$ cat src/rtl/rv_pkg.sv
// Shared constants and types for the register-file write-port arbiter.
//   XLEN   : datapath width
//   REG_AW : register index width
//   NREG   : number of architectural registers
//   X0     : hard-wired zero register index
//   hold_state_e : occupancy of the 1-entry multi-cycle holding buffer
package rv_pkg;

  localparam int unsigned XLEN   = 32;
  localparam int unsigned REG_AW = 5;
  localparam int unsigned NREG   = 32;
  localparam logic [4:0]  X0     = 5'd0;

  typedef enum logic [0:0] {
    HOLD_EMPTY = 1'b0,
    HOLD_FULL  = 1'b1
  } hold_state_e;

endpackage

$ cat src/rtl/rf_scoreboard.sv
// Busy scoreboard for registers that have a multi-cycle write in flight.
//   clk, reset           : clock, synchronous active-high reset
//   set_en, set_idx      : mark a register busy at the next edge
//   clr_en, clr_idx      : mark a register free at the next edge
//   rd_idx0/1/2          : three lookup indices (rs1, rs2, rd of decode)
//   hazard               : any looked-up register is busy
//   busy_vec             : full busy vector
module rf_scoreboard
  import rv_pkg::*;
#(
  parameter int unsigned AW = REG_AW
) (
  input  logic                clk,
  input  logic                reset,
  input  logic                set_en,
  input  logic [AW-1:0]       set_idx,
  input  logic                clr_en,
  input  logic [AW-1:0]       clr_idx,
  input  logic [AW-1:0]       rd_idx0,
  input  logic [AW-1:0]       rd_idx1,
  input  logic [AW-1:0]       rd_idx2,
  output logic                hazard,
  output logic [(1<<AW)-1:0]  busy_vec
);

  logic [(1<<AW)-1:0] busy_q;
  logic [(1<<AW)-1:0] busy_d;

  // Clear is applied before set so that a new issue to a register whose
  // previous result is landing this cycle keeps the register busy.
  always_comb begin
    busy_d = busy_q;
    if (clr_en) busy_d[clr_idx] = 1'b0;
    if (set_en) busy_d[set_idx] = 1'b1;
    busy_d[0] = 1'b0;
  end

  always_ff @(posedge clk) begin
    if (reset) busy_q <= '0;
    else       busy_q <= busy_d;
  end

  assign hazard   = busy_q[rd_idx0] | busy_q[rd_idx1] | busy_q[rd_idx2];
  assign busy_vec = busy_q;

endmodule

$ cat src/rtl/rf_wb_arbiter.sv
// Owns the single register-file write port. The WB stage always wins; a
// multi-cycle result waits in a 1-entry hold buffer until the port is free.
// A busy scoreboard stalls decode on RAW/WAW against pending multi-cycle
// writes, and a starvation counter forces decode bubbles so WB eventually
// leaves a free slot for the hold entry.
//   clk, reset                 : clock, synchronous active-high reset
//   wb_we/wb_rd/wb_data        : WB stage write request
//   mc_valid/mc_rd/mc_data     : multi-cycle result, mc_ready handshake
//   dec_valid/dec_rs1/rs2/rd   : decode operands for hazard lookup
//   mc_issue                   : decode issues a multi-cycle op to dec_rd
//   dec_stall                  : freeze decode/fetch
//   RegWrite/rd/RegWriteData   : register-file write port
//   busy_vec                   : scoreboard contents
//
//   state      | meaning
//   HOLD_EMPTY | hold buffer free, mc_ready=1
//   HOLD_FULL  | hold buffer waiting for a free port cycle
module rf_wb_arbiter
  import rv_pkg::*;
#(
  parameter int unsigned XLEN_P     = XLEN,
  parameter int unsigned REG_AW_P   = REG_AW,
  parameter int unsigned STARVE_MAX = 8
) (
  input  logic                      clk,
  input  logic                      reset,
  input  logic                      wb_we,
  input  logic [REG_AW_P-1:0]       wb_rd,
  input  logic [XLEN_P-1:0]         wb_data,
  input  logic                      mc_valid,
  input  logic [REG_AW_P-1:0]       mc_rd,
  input  logic [XLEN_P-1:0]         mc_data,
  output logic                      mc_ready,
  input  logic                      dec_valid,
  input  logic [REG_AW_P-1:0]       dec_rs1,
  input  logic [REG_AW_P-1:0]       dec_rs2,
  input  logic [REG_AW_P-1:0]       dec_rd,
  input  logic                      mc_issue,
  output logic                      dec_stall,
  output logic                      RegWrite,
  output logic [REG_AW_P-1:0]       rd,
  output logic [XLEN_P-1:0]         RegWriteData,
  output logic [(1<<REG_AW_P)-1:0]  busy_vec
);

  localparam int unsigned SCW = $clog2(STARVE_MAX + 1);

  hold_state_e          state_q, state_d;
  logic [REG_AW_P-1:0]  hold_rd_q, hold_rd_d;
  logic [XLEN_P-1:0]    hold_data_q, hold_data_d;
  logic [SCW-1:0]       starve_cnt_q, starve_cnt_d;

  logic wb_port;
  logic hold_full;
  logic hold_drain;
  logic mc_accept;
  logic starve;
  logic hazard;
  logic issue_en;

  // A WB write to x0 is a no-op and leaves the slot to the hold entry.
  assign wb_port    = wb_we && (wb_rd != '0);
  assign hold_full  = (state_q == HOLD_FULL);
  assign hold_drain = !reset && hold_full && !wb_port;
  assign mc_ready   = !reset && (state_q == HOLD_EMPTY);
  assign mc_accept  = mc_valid && mc_ready && (mc_rd != '0);

  always_comb begin
    RegWrite     = 1'b0;
    rd           = '0;
    RegWriteData = '0;
    if (!reset) begin
      if (wb_port) begin
        RegWrite     = 1'b1;
        rd           = wb_rd;
        RegWriteData = wb_data;
      end else if (hold_full) begin
        RegWrite     = 1'b1;
        rd           = hold_rd_q;
        RegWriteData = hold_data_q;
      end
    end
  end

  // No accept-and-drain in one cycle: accept only happens from EMPTY and
  // drain only from FULL.
  always_comb begin
    state_d     = state_q;
    hold_rd_d   = hold_rd_q;
    hold_data_d = hold_data_q;
    case (state_q)
      HOLD_EMPTY: begin
        if (mc_accept) begin
          state_d     = HOLD_FULL;
          hold_rd_d   = mc_rd;
          hold_data_d = mc_data;
        end
      end
      HOLD_FULL: begin
        if (hold_drain) state_d = HOLD_EMPTY;
      end
      default: state_d = HOLD_EMPTY;
    endcase
  end

  always_comb begin
    starve_cnt_d = starve_cnt_q;
    if (hold_drain) begin
      starve_cnt_d = '0;
    end else if (hold_full && wb_port && (starve_cnt_q != SCW'(STARVE_MAX))) begin
      starve_cnt_d = starve_cnt_q + SCW'(1);
    end
  end

  assign starve = (starve_cnt_q == SCW'(STARVE_MAX));

  always_ff @(posedge clk) begin
    if (reset) begin
      state_q      <= HOLD_EMPTY;
      hold_rd_q    <= '0;
      hold_data_q  <= '0;
      starve_cnt_q <= '0;
    end else begin
      state_q      <= state_d;
      hold_rd_q    <= hold_rd_d;
      hold_data_q  <= hold_data_d;
      starve_cnt_q <= starve_cnt_d;
    end
  end

  assign dec_stall = (dec_valid && hazard) || starve;
  assign issue_en  = mc_issue && !dec_stall && (dec_rd != '0);

  rf_scoreboard #(
    .AW (REG_AW_P)
  ) u_scoreboard (
    .clk      (clk),
    .reset    (reset),
    .set_en   (issue_en),
    .set_idx  (dec_rd),
    .clr_en   (hold_drain),
    .clr_idx  (hold_rd_q),
    .rd_idx0  (dec_rs1),
    .rd_idx1  (dec_rs2),
    .rd_idx2  (dec_rd),
    .hazard   (hazard),
    .busy_vec (busy_vec)
  );

endmodule

$ cat config.mk
export PLATFORM = sky130hd
export DESIGN_NAME = rf_wb_arbiter
export DESIGN_NICKNAME = d
export VERILOG_FILES = /design/src/rtl/rv_pkg.sv /design/src/rtl/rf_scoreboard.sv /design/src/rtl/rf_wb_arbiter.sv
export SDC_FILE = /design/constraint.sdc
export NUM_CORES = 1
export LEC_CHECK = 0
export BUFFER_PORTS_ARGS = -buffer_cell sky130_fd_sc_hd__clkbuf_2
export CAP_MARGIN = 20
export CORE_MARGIN = 2
export CORE_UTILIZATION = 49
export CTS_CLUSTER_DIAMETER = 40
export CTS_CLUSTER_SIZE = 28
export DETAILED_ROUTE_END_ITERATION = 8
export GPL_ROUTABILITY_DRIVEN = 0
export PLACE_DENSITY = 0.81
export SYNTH_ARGS = -nofsm -noshare
export SYNTH_HDL_FRONTEND = slang
export SYNTH_SLANG_ARGS = --single-unit
$ cat constraint.sdc
create_clock -name clk -period 2.77 [get_ports clk]
set_clock_uncertainty 0.2 [all_clocks]
set_input_delay 0 -clock clk [delete_from_list [all_inputs] [get_ports clk]]
set_output_delay 0 -clock clk [all_outputs]
set_load 0.01 [all_outputs]
### After elaboration in Yosys (flattened, before gate mapping)

Index checks and enable logic that the tools add are counted.

* register bits after elaboration: 74
* output and inout bits: 72
* word-level logic and storage cells: 67
* bits of input ports: 95

* $add $sub $neg: 1
* $lt $le $gt $ge: 6
* muxes and demuxes: 24
* bitwise gates (word level): 6
* equal/unequal tests: 2
* reduce and logical (&&, ||, !) cells: 22

Operators with widths (number)
* $mux W32: 5
* $and A32 B32 Y32: 1
* $not A32 Y32: 1
* $or A32 B32 Y32: 1
* $lt A5 B6 Y1 const B: 4
* $bmux W1 S5: 3
* $mux W5: 3
* $reduce_bool A5 Y1: 3
* $logic_and A1 B1 Y1: 13
* $demux W1 S5: 2
* $ge A5 B1 Y1 const B: 2
* $mux W1: 10
* $add A4 B1 Y4 const B: 1
* $eq A4 B4 Y1 const B: 1
* $ne A4 B4 Y1 const B: 1
* $logic_not A1 Y1: 3
* $or A1 B1 Y1: 2
* $pmux W1 S2: 1
* $reduce_and A2 Y1: 1
* $reduce_or A2 Y1: 1
* $logic_or A1 B1 Y1: 1
* $not A1 Y1: 1

### Longest topological paths before layout

* depth in word-level cells: 10
* mapped depth: 9
* gate-level depth less buffers: 7

### Hierarchy

Synthesis repeated with hierarchy kept, for this count alone.

* cells, all modules: 581
* area total of the unflattened synthesis: 4443.0 µm²

By module, submodules not included
* rf_wb_arbiter: instances 1, cells each 334, seq. area each 840.8 µm², area an instance 2298.5 µm²
* rf_scoreboard: instances 1, cells each 247, seq. area each 620.6 µm², area an instance 2144.6 µm²

### Worst setup path before layout

No wires, ideal clock.

* path kind: reg-to-reg
* from: register u_scoreboard.busy_q[13], in the netlist u_scoreboard.busy_vec[13]
* to: register u_scoreboard.busy_q[15], in the netlist u_scoreboard.busy_vec[15]
* setup time: 88 ps
* period minus slack after synthesis: 2238 ps
* cell stages (with the launch flop): 8
* required time: 2482 ps
* buffers on the path: 1
* data arrival time: 1950 ps
* slack: 532 ps
* cell sequence: dfxtp_1 -> mux4_2 -> a2bb2oi_1 -> and4b_1 -> nor4_1 -> a32oi_2 -> buf_6 -> o31ai_1

* longest elaborated chain between the ends: 10
* elaborated cells between the ends (all ways): 14
* those cells by class: mux: 7; bitwise: 2; reduce/logical: 5

RTL lines
* start: declaration: line rf_scoreboard.sv:26 `logic [(1<<AW)-1:0] busy_q;`
* start signal: assignment: line rf_scoreboard.sv:40 `else busy_q <= busy_d;`
* $bmux W1 S5: line rf_scoreboard.sv:43 `assign hazard = busy_q[rd_idx0] | busy_q[rd_idx1] | busy_q[rd_idx2];`
* $mux W1 (not written as such): line rf_scoreboard.sv:43
* $or A1 B1 Y1: line rf_scoreboard.sv:43
* $or A1 B1 Y1 (*): line rf_scoreboard.sv:43
* $logic_and A1 B1 Y1 (*): line rf_wb_arbiter.sv:131 `assign dec_stall = (dec_valid && hazard) || starve;`
* $logic_or A1 B1 Y1 (*): line rf_wb_arbiter.sv:131
* via dec_stall: line rf_wb_arbiter.sv:39 `output logic dec_stall,`
* $logic_not A1 Y1 (*): line rf_wb_arbiter.sv:132 `assign issue_en = mc_issue && !dec_stall && (dec_rd != '0);`
* $logic_and A1 B1 Y1 (*) (2 in a row): line rf_wb_arbiter.sv:132
* $mux W32 (*): line rf_scoreboard.sv:34 `if (set_en) busy_d[set_idx] = 1'b1;`

The timed path passes the listed nets; every way through them passes the cells marked *. The select of a mux whose other input is x is not followed.
A chain may end at the register's enable or synchronous reset.

### Worst setup path after layout

* from: register u_scoreboard.busy_q[5], in the netlist u_scoreboard.busy_vec[5]
* to: output dec_stall

* longest elaborated chain between the ends: 6
* elaborated cells between the ends (all ways): 10
* those cells by class: mux: 6; bitwise: 2; reduce/logical: 2

RTL lines (line)
* $bmux W1 S5: rf_scoreboard.sv:43
* $mux W1 (not written as such): rf_scoreboard.sv:43
* $or A1 B1 Y1: rf_scoreboard.sv:43
* $or A1 B1 Y1 (*): rf_scoreboard.sv:43
* $logic_and A1 B1 Y1 (*): rf_wb_arbiter.sv:131
* $logic_or A1 B1 Y1 (*): rf_wb_arbiter.sv:131
* end: declaration: rf_wb_arbiter.sv:39

Every way passes the cells marked *; elsewhere a longest branch is shown, timed or not. The select of a mux whose other input is x is not followed.

==> reports/metrics.cfg <==
[setup_path]
critPathMaxStageDelay_ns=0.54
worst_r2r_path_depth=7
required_ns=2.57
crit-reg2reg-launch=u_scoreboard.busy_vec[5]$_SDFF_PP0_
crit_type=reg2out
cp.arrival_ns=2.47
endpoint=dec_stall
crit_path_cell_trace=mux4_1, o21ai_0, o22ai_1, nor4_2, a32oi_2, buf_4, clkbuf_2
worst_setup_path_start_kind=flop
r2r_setup_slack_ns=0.21
r2r_end=u_scoreboard.busy_vec[1]$_SDFF_PP0_
crit_path_start=u_scoreboard.busy_vec[5]$_SDFF_PP0_
cpMaxStageDelayCell=mux4_1
critPathMaxFanout=32
cp-end-kind=output port

[placed_design]
io_buffers=165
dp_cells=730
place_hpwl_um=9860

[finish]
nets=783
diodes=0
layout_commonest_cell=clkbuf_2
utilization_pct=69.4
mostFrequentLayoutCells=clkbuf_2 (165), nand2_1 (96), dfxtp_1 (73)
drive_above_1_share_pct=31.3
finalNonFillerCells=796
area_delta_synth_final_pct=36.0

[global_routing]
grt_pass1_wl_um=23800
grt-ovfl-total=0
antenna_found_initial=0
grt_max_degree=47
track_usage_pct=30.8
grt_pass1_vias=4829

[drt]
drt_pass1_iterations=5
ant_nets=0
drtIter0Drc=387
drt-total-wl_um=14600
wl_per_cell_um=18.3
num_vias=4912
viasPerCell=6.17
drc=0

[timing]
tns_ns=0
rsz0062_at_grt=no
period_minus_slack_ns=2.67
whs_ns=0.0141
worst_pin_slew_ns=0.609
setup_viol=0
hold_viol=0
max_freq_mhz=375
maxSlewHeadroom_pct=59.1
maxSlewViolCount=0
fin_crit_sh_pct=96.4

[synthesis]
netlist_instances=493
synth_top_area_cell=dfxtp_1
synth_ff_type=dfxtp_1
synth_mux_area_share_pct=12.4
synth_seq_cells=73
synth-xor-area-share_pct=0
yosys_warnings=0
synth_adder_area_share_pct=0.594
async_reset_ff_share_pct=0
synth-simple-area-share_pct=20.6
synth-edff-count=0
ys_top_cells_by_area=dfxtp_1 (35%), mux4_2 (8.6%), nand2_1 (8.6%), a22o_1 (7.5%), o31ai_1 (5.5%)
avgSynthCellArea_sq_um=8.54
synth_compound_area_share_pct=25.7
netlist_area_sq_um=4210
synth_top_family_by_area=compound AO/OA/AOI/OAI gates
ys_seq_area_share_pct=34.7
ys_types=47
netlist.area_leader.share_pct=34.7
synth_nets=590

[clocking]
cts_sinks=73
cts_hold_buf=50
cts_tree=done
cts.reportedPaths.clkPinSlew_ns=0.07
clockBufferDepth=2
cts_max_level=3
cts_made_buffers=9
cts-resized-gates=0
clock_latency_ns=0.35
postCtsSetupBuffers=0
ctsRootBufferMaster=clkbuf_8

[floorplanning]
die_w_um=96.7
die_h_um=96.7
io_pins=167
core-area_sq_um=8260
dieArea_sq_um=9350
floorplan.rows=33
start_util_pct=51.0

[power_and_ir_drop]
power.total_mw=2.36
peakVddDrop_uv=398
power.leakage_nw=2.41
power_density_nw_per_um2=412

[run]
drv_cap=0

[min_path]
hp-class=in2reg

[outcome]
status=complete, no violations

power breakdown:
group          leakage [nW]  switching (mW)  internal, mW
Combinational          1.72           0.229         0.198
Sequential            0.593          0.0371          1.08
Clock                0.0974           0.373         0.439
Total                  2.41           0.639          1.72
metal layers:
layer | routed length, um | track usage [%] | vias up
met3 | 1370 | 6.43 | 56
met5 | 0 | 0 | -
met2 | 7080 | 51.9 | 324
met4 | 557 | 15.0 | 0
li1 | - | - | 2229
met1 | 5590 | 37.4 | 2303
registers in the layout, indices dropped and copies added (netlist names):
name,count
starve_cnt_q,4
hold_full,1
hold_rd_q,5
u_scoreboard.busy_vec,31
hold_data_q,32
Yosys cell counts, drive strengths merged, types with 4 or more instances:
library cell / count
nand4b: 6
mux2i: 9
o31ai: 31
nand3b: 4
o311ai: 5
nand2: 96
nor2: 19
mux2: 4
o22ai: 4
a21oi: 42
o21ai: 7
nand2b: 8
a22o: 36
nand4: 5
mux4: 17
o211ai: 15
buf: 18
clkbuf: 26
nor2b: 7
a221oi: 4
dfxtp: 73
nand3: 24
inv: 8
nor4: 5
cell families after synthesis:
| group | count (synthesis) |
|---|---|
| simple gates | 183 |
| compound gates | 152 |
| flops | 73 |
| buf+inv | 52 |
| mux | 30 |
| fa+ha+maj | 2 |
| other cells | 1 |
final cells by class:
cell class | count | area [sq um]
fill | 633 | 2530
clock buffer | 13 | 149
tap | 105 | 131
clock inverter | 3 | 40.0
inverter | 8 | 30.0
multi-input combinational | 368 | 2510
timing repair buffer | 226 | 1410
sequential | 73 | 1460
worst min path at each step:
stage | start | cells past startpoint | endpoint
after global placement | mc_data[25] | 3 | hold_data_q[25]$_SDFFE_PP0P_
after floorplan | reset | 1 | mc_ready
after CTS | wb_we | 4 | starve_cnt_q[1]$_SDFFE_PP0P_
final | wb_we | 4 | starve_cnt_q[1]$_SDFFE_PP0P_
after detailed placement | mc_data[2] | 3 | hold_data_q[2]$_SDFFE_PP0P_
after global routing | dec_rd[4] | 4 | u_scoreboard.busy_vec[4]$_SDFF_PP0_
worst max-delay path, delay by kind of cell (launching register included):
family	cells	cell delay [ns]
muxes	1	0.54
and+or+nand+nor	1	0.32
DFF	1	0.38
AOI/OAI and AO/OA	3	0.47
buffers and inverters	2	0.43
per-stage QoR:
stage	worst slack, ns	area (sq um)
3_3_place_gp	0.416	5040
6_report	0.100	5730
3_5_place_dp	0.260	5040
2_1_floorplan	0.532	4210
5_1_grt	0.0204	5730
4_1_cts	0.114	5730
Note: power is estimated with default switching activity, not from simulation.
